[src/rtl/mux_sel_sequencer.sv]
// Select sequencer for a 4:1 bit mux: steps `s` on a debounced press or auto tick, then shifts `y` into `led`.
// Build option SEQ_SHOW_SEL_EN: led[15:14] mirror `s` and the capture history shrinks to 14 bits.
module mux_sel_sequencer #(
   parameter int unsigned DEBOUNCE_CYCLES = 1000000,
   parameter int unsigned AUTO_PERIOD     = 5000000,
   parameter int unsigned CNT_W           = 32
) (
   input  logic        clk,
   input  logic        rst,
   input  logic        btn_raw,
   input  logic        auto_sw,
   input  logic        y,
   output logic [1:0]  s,
   output logic [15:0] led,
   output logic        sel_valid
);

`ifdef SEQ_SHOW_SEL_EN
   localparam int HIST_W = 14;
`else
   localparam int HIST_W = 16;
`endif

   localparam logic [CNT_W-1:0] DB_LAST   = CNT_W'(DEBOUNCE_CYCLES - 1);
   localparam logic [CNT_W-1:0] TICK_LAST = CNT_W'(AUTO_PERIOD - 1);

   typedef enum logic [1:0] {ST_IDLE, ST_SETTLE, ST_CAPTURE} state_t;

   state_t             state_q, state_d;
   logic               btn_meta_q, btn_meta_d, btn_sync_q, btn_sync_d;
   logic               auto_meta_q, auto_meta_d, auto_sync_q, auto_sync_d;
   logic               btn_stable_q, btn_stable_d;
   logic               press_q, press_d;
   logic [CNT_W-1:0]   db_cnt_q, db_cnt_d;
   logic [CNT_W-1:0]   tick_cnt_q, tick_cnt_d;
   logic [1:0]         s_q, s_d;
   logic [HIST_W-1:0]  hist_q, hist_d;
   logic               sel_valid_q, sel_valid_d;
   logic               tick, step;

   // NOTE: every signal assigned in always_comb gets a default on entry, otherwise a latch is inferred.
   always_comb begin
      btn_meta_d   = btn_raw;
      btn_sync_d   = btn_meta_q;
      auto_meta_d  = auto_sw;
      auto_sync_d  = auto_meta_q;
      btn_stable_d = btn_stable_q;
      db_cnt_d     = '0;
      press_d      = 1'b0;
      if (btn_sync_q != btn_stable_q) begin
         if (db_cnt_q == DB_LAST) begin
            btn_stable_d = btn_sync_q;
            press_d      = btn_sync_q;  // only the 0->1 acceptance is an event
         end else begin
            db_cnt_d = db_cnt_q + CNT_W'(1);
         end
      end
      if (!auto_sync_q || tick_cnt_q == TICK_LAST) begin
         tick_cnt_d = '0;
      end else begin
         tick_cnt_d = tick_cnt_q + CNT_W'(1);
      end
   end

   assign tick = auto_sync_q && (tick_cnt_q == TICK_LAST);
   assign step = auto_sync_q ? tick : press_q;

   // State register.
   // NOTE: sequential state uses non-blocking assignments so every flop samples pre-edge values.
   always_ff @(posedge clk) begin
      if (rst) state_q <= ST_IDLE;
      else     state_q <= state_d;
   end

   // Next-state logic; steps arriving outside IDLE are simply dropped.
   always_comb begin
      state_d = state_q;
      unique case (state_q)
         ST_IDLE:    if (step) state_d = ST_SETTLE;
         ST_SETTLE:  state_d = ST_CAPTURE;
         ST_CAPTURE: state_d = ST_IDLE;
         default:    state_d = ST_IDLE;
      endcase
   end

   // Output logic.
   always_comb begin
      s_d         = s_q;
      hist_d      = hist_q;
      sel_valid_d = (state_d == ST_IDLE);
      if (state_q == ST_IDLE && step) s_d = s_q + 2'd1;
      if (state_q == ST_CAPTURE)      hist_d = {hist_q[HIST_W-2:0], y};
   end

   always_ff @(posedge clk) begin
      if (rst) begin
         btn_meta_q   <= 1'b0;
         btn_sync_q   <= 1'b0;
         auto_meta_q  <= 1'b0;
         auto_sync_q  <= 1'b0;
         btn_stable_q <= 1'b0;
         press_q      <= 1'b0;
         db_cnt_q     <= '0;
         tick_cnt_q   <= '0;
         s_q          <= 2'd0;
         hist_q       <= '0;
         sel_valid_q  <= 1'b1;
      end else begin
         btn_meta_q   <= btn_meta_d;
         btn_sync_q   <= btn_sync_d;
         auto_meta_q  <= auto_meta_d;
         auto_sync_q  <= auto_sync_d;
         btn_stable_q <= btn_stable_d;
         press_q      <= press_d;
         db_cnt_q     <= db_cnt_d;
         tick_cnt_q   <= tick_cnt_d;
         s_q          <= s_d;
         hist_q       <= hist_d;
         sel_valid_q  <= sel_valid_d;
      end
   end

   assign s         = s_q;
   assign sel_valid = sel_valid_q;
`ifdef SEQ_SHOW_SEL_EN
   assign led = {s_q, hist_q};
`else
   assign led = hist_q;
`endif

endmodule

[config.mk]
export PLATFORM = sky130hd
export DESIGN_NAME = mux_sel_sequencer
export DESIGN_NICKNAME = d
export VERILOG_FILES = /design/src/rtl/mux_sel_sequencer.sv
export SDC_FILE = /design/constraint.sdc
export NUM_CORES = 1
export LEC_CHECK = 0
export ABC_CLOCK_PERIOD_IN_PS = 2900
export CAP_MARGIN = 20
export CORE_MARGIN = 5
export CORE_UTILIZATION = 40
export DETAILED_ROUTE_END_ITERATION = 10
export GPL_ROUTABILITY_DRIVEN = 0
export PLACE_DENSITY = 0.65
export SYNTH_ARGS = -nofsm -noshare
export SYNTH_HDL_FRONTEND = slang
export SYNTH_SLANG_ARGS = --single-unit
[constraint.sdc]
create_clock -name clk -period 2.9 [get_ports clk]
set_input_delay 0.435 -clock clk [delete_from_list [all_inputs] [get_ports clk]]
set_output_delay 0.435 -clock clk [all_outputs]
set_load 0.05 [all_outputs]
==> impl_metrics.csv, run 1 <==
group,metric,value,unit
hold_path,holdCritPathClass,"flip-flop to flip-flop",
logic_synthesis,ys_seq_area_share,47.20,%
layout,layout_commonest_cell,"dfxtp_1",
floorplan,io_pins,24,
route,via_per_inst,4.980,
logic_synthesis,syn-cell-area,0.003860,mm^2
setup_path,slowest_delay,0.52,ns
status,status,"complete, no violations",
clock_tree,cts_sinks,91,
setup_path,worstSetupEndpointType,"flip-flop",
setup_path,crit_slowest_cell,"or4_1",
layout,drive_gt1_share,7.559,%
setup_path,startpoint_type,"flip-flop",
logic_synthesis,synth_area_per_cell,8.773,um^2
timing,tns,0,ns
layout,area_growth,14.07,%
logic_synthesis,syn_inst,440,
global_routing,antenna_found_initial,0,
placement,post_dp_cell_area,0.004187,mm^2
layout,nets,466,
clock_tree,insertion_delay,0.36,ns
global_routing,grt_pass1_vias,2779,
clock_tree,cts_tree,"yes",
route,wl_per_cell,11.62,um
global_routing,grt_max_degree,33,
logic_synthesis,synth_seq_cells,91,
route,dr.pass1.iters,4,
route,vias,2948,
floorplan,die_x,108.2,um
logic_synthesis,synthDistinctLibCells,37,
clock_tree,cts_hold_buf,0,
route,met3_length,176,um
setup_path,worstPathArrival,2.52,ns
floorplan,core_area,0.009328,mm^2
route,drt-met1-wl,3536,um
timing,setup_viol,0,
global_routing,overflow,0,
timing,worst_slack,0.6132,ns
timing,slew_violations,0,
clock_tree,root_buffer,"clkbuf_8",
route,dr_wl_met2,3049,um
global_routing,grt_pass1_wl,12320,um
layout,final_cell_mix,"dfxtp_1 (91), nor2_1 (67), nand2_1 (52), xor2_1 (40), nand3_1 (29)",
logic_synthesis,syn_nets,447,
timing,fin_skew,0.007380,ns
setup_path,path_max_fanout,32,
route,drcViolationCount,0,
route,top_layer_used,"met4",
route,ant_nets,0,
placement,place_hpwl,4725,um
floorplan,start_util,41.38,%
floorplan,row_count,35,
timing,post-route-period-util,78.85,%
clock_tree,cts-resized-gates,0,
clock_tree,htree_levels,3,
clock_tree,postCtsSetupBuffers,0,
floorplan,die_y,108.2,um
floorplan,die-area,0.01171,mm^2
layout,stdcell_area,0.004403,mm^2
setup_path,crit_type,"flip-flop to flip-flop",
clock_tree,clk_pin_slew,0.08,ns
power_and_ir_drop,p_leak,1.371,nW
layout,antenna_cells,0,
route,wl,6877,um
clock_tree,cts_buffers,9,
setup_path,worstPathRequired,3.13,ns
placement,dp_slack,0.6289,ns
timing,final-hold-violation-count,0,
timing,max_slew_margin,61.23,%
setup_path,path_cells,"or4_1, or4_1, nor3_2, or3_1, buf_4, nor2_1",
logic_synthesis,yosysWarnings,0,
job,maxCapViolCount,0,
clock_tree,clock_path_buffers,2,
timing,fmax,437.3,MHz
placement,placement.io_buffers,23,
layout,n_fill_cell,929,
power_and_ir_drop,power_density,499.7,mW/mm^2
timing,period_minus_slack,2.287,ns
setup_path,cpMostUsedCell,"or4_1",
timing,worstMarginPinSlew,0.5815,ns
power_and_ir_drop,ir_drop,279.4,uV
route,drt-initial-drc-count,118,
global_routing,grt.total_usage,12.86,%
timing,rsz0062_at_grt,"false",
[critical path: cells and delay by family (launching register included)]
kind,cells,cell delay (ns)
and+or+nand+nor,5,1.46
DFF,1,0.37
buffers and inverters,1,0.33
[flip-flops by register name, summed over array words and instances (netlist names), 2 cells and up]
name	cells
state_q	2
s	2
db_cnt_q	32
led	16
tick_cnt_q	32
[power by group]
part / total (mW) / switching (mW) / internal (mW)
clock: 0.921 / 0.417 / 0.504
combinational: 0.0254 / 0.0158 / 0.00959
sequential: 1.25 / 0.00208 / 1.25
[cell usage after synthesis]
cell type | instances | area [um^2]
mux2i_1 | 1 | 10.01
nor4_1 | 11 | 68.82
xor2_1 | 40 | 350.3
nand3_1 | 29 | 145.1
buf_1 | 1 | 3.750
nand2_1 | 52 | 195.2
inv_1 | 5 | 18.77
and3_1 | 7 | 43.79
nor4b_2 | 1 | 15.01
dfxtp_1 | 91 | 1822
or3_1 | 3 | 18.77
mux2_2 | 2 | 22.52
xnor2_1 | 19 | 166.4
clkbuf_1 | 16 | 60.06
and4_2 | 1 | 10.01
nor4b_1 | 3 | 26.28
buf_6 | 3 | 33.78
and3_2 | 2 | 15.01
ha_1 | 2 | 25.02
buf_8 | 1 | 15.01
nor2_1 | 67 | 251.5
and4_1 | 10 | 87.58
and2_1 | 2 | 12.51
nand2b_1 | 1 | 6.260
o21ai_0 | 2 | 10.01
nor3_2 | 2 | 20.02
a31oi_1 | 1 | 6.260
nor2b_1 | 8 | 50.05
buf_2 | 1 | 5.000
nor2_2 | 6 | 37.54
nand4_1 | 21 | 131.4
or4_1 | 4 | 30.03
o32ai_1 | 1 | 8.760
nor3b_1 | 1 | 7.510
a21oi_1 | 18 | 90.09
nor4bb_1 | 3 | 30.03
nor3_1 | 2 | 10.01
[cell type report]
type | count | area (um^2) | area share [%]
Timing Repair Buffer | 30 | 282.8 | 6.422
Multi-Input combinational cell | 322 | 1902 | 43.19
Tap cell | 129 | 161.4 | 3.666
Sequential cell | 91 | 1822 | 41.38
Inverter | 5 | 18.77 | 0.4263
Clock inverter | 4 | 75.07 | 1.705
Clock buffer | 11 | 141.4 | 3.211
[kinds of logic (layout without fill, tap and decap cells)]
kind of cell    after synthesis  count (layout)  share of synthesized area (%)
buf+inv                      27              50                          3.533
xor+xnor                     59              59                          13.39
mux                           3               3                         0.8428
compound gates               22              22                          2.982
flops                        91              91                          47.20
fa+ha+maj                     2               2                         0.6482
simple gates                236             236                          31.41
[worst paths after layout]
path                           start                       to  slack (ns)  cells past startpoint
min reg2reg    btn_meta_q$_SDFF_PP0_    btn_sync_q$_SDFF_PP0_        0.45                      1
max reg2reg  db_cnt_q[24]$_SDFF_PP0_  db_cnt_q[25]$_SDFF_PP0_        0.61                      6
max          db_cnt_q[24]$_SDFF_PP0_  db_cnt_q[25]$_SDFF_PP0_        0.61                      6
min            btn_meta_q$_SDFF_PP0_    btn_sync_q$_SDFF_PP0_        0.45                      1
[per-stage QoR]
stage                     instances  util (%)  hold WS, ns  total power, mW
after floorplan                 440         -       0.4138            1.301
final                           592     47.20       0.4482            2.200
after global routing            592     47.20       0.4634            2.301
after CTS                       592     47.20       0.4515            2.235
after detailed placement        577     44.88       0.4316            1.309
after global placement          577     44.88       0.4222            1.308
[layer usage]
metal  GRT usage (%)  vias to the layer above
met1           16.67                     1373
met3           3.224                       12
li1                -                     1530
met4           5.140                        0
met5               0                        -
met2           20.56                       33
No activity file was read; power rests on OpenSTA's default activity.
==> inputs of run 2 (changes only) <==
--- a/config.mk
+++ b/config.mk
@@ -5,13 +5,13 @@
 export SDC_FILE = /design/constraint.sdc
 export NUM_CORES = 1
 export LEC_CHECK = 0
-export ABC_CLOCK_PERIOD_IN_PS = 2900
+export ABC_CLOCK_PERIOD_IN_PS = 2100
 export CAP_MARGIN = 20
 export CORE_MARGIN = 5
 export CORE_UTILIZATION = 40
 export DETAILED_ROUTE_END_ITERATION = 10
 export GPL_ROUTABILITY_DRIVEN = 0
-export PLACE_DENSITY = 0.65
+export PLACE_DENSITY = 0.68
 export SYNTH_ARGS = -nofsm -noshare
 export SYNTH_HDL_FRONTEND = slang
 export SYNTH_SLANG_ARGS = --single-unit
==> constraint.sdc (replaced) <==
create_clock -name clk -period 2.1 [get_ports clk]
set_input_delay 0.315 -clock clk [delete_from_list [all_inputs] [get_ports clk]]
set_output_delay 0.315 -clock clk [all_outputs]
set_load 0.05 [all_outputs]
==> run 2 against run 1 <==
  * Final area grew 2.6%
  * Total power grew 36%
  * Register-to-register slack got worse by 0.51 ns
  * Die area is the same
  * Sequential share of layout area is 1.0 points lower
  * Sequential power up 38%
  * Global-route usage increased by 0.44 points
  * Worst hold slack better by 0.0068 ns
  * First-iteration DRC count fell by 23%
  * Clock skew increased by 0.0042 ns
  * Critical path type unchanged
==> impl_metrics.csv, run 2 (synthesis results as in run 1) <==
group,metric,value,unit
status,status,"complete, no violations",
layout,fin_util,48.42,%
placement,place_hpwl,5089,um
route,wl_per_cell,12.29,um
setup_path,timing.rr.end,"db_cnt_q[4]$_SDFF_PP0_",
clock_tree,clk_pin_slew,0.10,ns
hold_path,min_to,"btn_sync_q$_SDFF_PP0_",
timing,worstMarginPinSlew,0.5865,ns
layout,n_fill_cell,929,
layout,stdcell_count,601,
timing,max_slew_margin,60.90,%
layout,final_cell_mix,"dfxtp_1 (90), nor2_1 (67), nand2_1 (52), xor2_1 (40), nand3_1 (29)",
layout,stdcell_area,0.004517,mm^2
power_and_ir_drop,ir_drop,454.1,uV
placement,dp_slack,0.06987,ns
route,via_per_inst,5.008,
setup_path,reg2regPathDepth,6,
power_and_ir_drop,p_leak,1.443,nW
floorplan,start_util,41.38,%
layout,antenna_cells,0,
layout,area_growth,17.02,%
route,vias,3010,
power_and_ir_drop,p_total,2.984,mW
timing,post-route-period-util,94.92,%
route,dr_wl_met2,3566,um
clock_tree,insertion_delay,0.36,ns
clock_tree,cts_sinks,91,
clock_tree,root_buffer,"clkbuf_8",
timing,finalHoldWorstSlack,0.4549,ns
layout,drive_gt1_share,10.59,%
global_routing,grt_max_degree,33,
route,top_layer_used,"met4",
placement,post_dp_cell_area,0.004257,mm^2
setup_path,startpoint_type,"flip-flop",
setup_path,r2r_start,"db_cnt_q[24]$_SDFF_PP0_",
route,drt-met1-wl,3458,um
timing,worst_slack,0.1066,ns
route,dr.pass1.iters,4,
timing,period_minus_slack,1.993,ns
route,met3_length,216,um
floorplan,die_y,108.2,um
floorplan,io_pins,24,
floorplan,die-area,0.01171,mm^2
clock_tree,htree_levels,3,
global_routing,grt_pass1_wl,12670,um
floorplan,die_x,108.2,um
route,drcViolationCount,0,
setup_path,r2r_slack,0.11,ns
layout,nets,474,
floorplan,row_count,35,
power_and_ir_drop,power_density,660.6,mW/mm^2
global_routing,overflow,0,
timing,setup_viol,0,
clock_tree,cts_hold_buf,0,
clock_tree,clock_path_buffers,2,
timing,fin_skew,0.01160,ns
hold_path,min_from,"btn_meta_q$_SDFF_PP0_",
hold_path,hold_depth,1,
placement,dp_cells,583,
placement,placement.io_buffers,23,
timing,final-hold-violation-count,0,
setup_path,worstSetupEndpointType,"flip-flop",
setup_path,worstPathArrival,2.26,ns
global_routing,antenna_found_initial,0,
floorplan,core_area,0.009328,mm^2
setup_path,crit_type,"flip-flop to flip-flop",
global_routing,grt.total_usage,13.30,%
hold_path,holdCritPathClass,"flip-flop to flip-flop",
setup_path,path_max_fanout,8,
route,drt-initial-drc-count,91,
route,wl,7384,um
layout,layout_commonest_cell,"dfxtp_1",
job,maxCapViolCount,0,
timing,tns,0,ns
clock_tree,cts_buffers,9,
timing,fmax,501.7,MHz
setup_path,worstPathRequired,2.37,ns
timing,slew_violations,0,
clock_tree,cts_tree,"yes",
global_routing,grt_pass1_vias,2896,
route,ant_nets,0,
[run 2: power by group]
part	switching [mW]	leakage, nW	total (mW)	internal [mW]
Sequential	0.00311	0.734	1.73	1.73
Clock	0.638	0.105	1.21	0.569
Combinational	0.0247	0.603	0.0454	0.0207
Total	0.665	1.44	2.98	2.32
[run 2: critical path, cell delays in order, from the launching register on]
cell and delay (ns):
dfxtp_2 0.33, or4_4 0.51, or4_1 0.42, nor3_2 0.21, or3_4 0.21, buf_6 0.16, nor2_1 0.06
[run 2: cell type report]
class	instances	area, um^2	area share, %
well taps	129	161.4	3.573
inverters	5	18.77	0.4155
repair buffers	38	389.1	8.615
flip-flops and latches	91	1823	40.36
clock buffers	9	123.9	2.742
clock inverters	7	78.83	1.745
multi-input cells	322	1922	42.55
[run 2: metal layers]
layer,GRT usage [%],vias up
met5,0,-
met4,5.861,0
met3,3.403,9
met2,22.60,32
met1,15.84,1412
li1,-,1557
[run 2: worst max path at each step]
stage                                  from                      end  slack [ns]  cells past startpoint
floorplan           db_cnt_q[24]$_SDFF_PP0_  db_cnt_q[24]$_SDFF_PP0_         0.1                      7
global placement    db_cnt_q[24]$_SDFF_PP0_  db_cnt_q[28]$_SDFF_PP0_        0.14                      6
detailed placement  db_cnt_q[24]$_SDFF_PP0_  db_cnt_q[25]$_SDFF_PP0_        0.07                      6
CTS                 db_cnt_q[24]$_SDFF_PP0_   db_cnt_q[9]$_SDFF_PP0_        0.05                      6
global route        db_cnt_q[24]$_SDFF_PP0_  db_cnt_q[12]$_SDFF_PP0_      -0.007                      6
finish              db_cnt_q[24]$_SDFF_PP0_   db_cnt_q[4]$_SDFF_PP0_        0.11                      6
[run 2: repair_timing]
action	in CTS	in global routing
buffers inserted	0	0
setup endpoints to repair	0	34
gates resized for setup	0	5
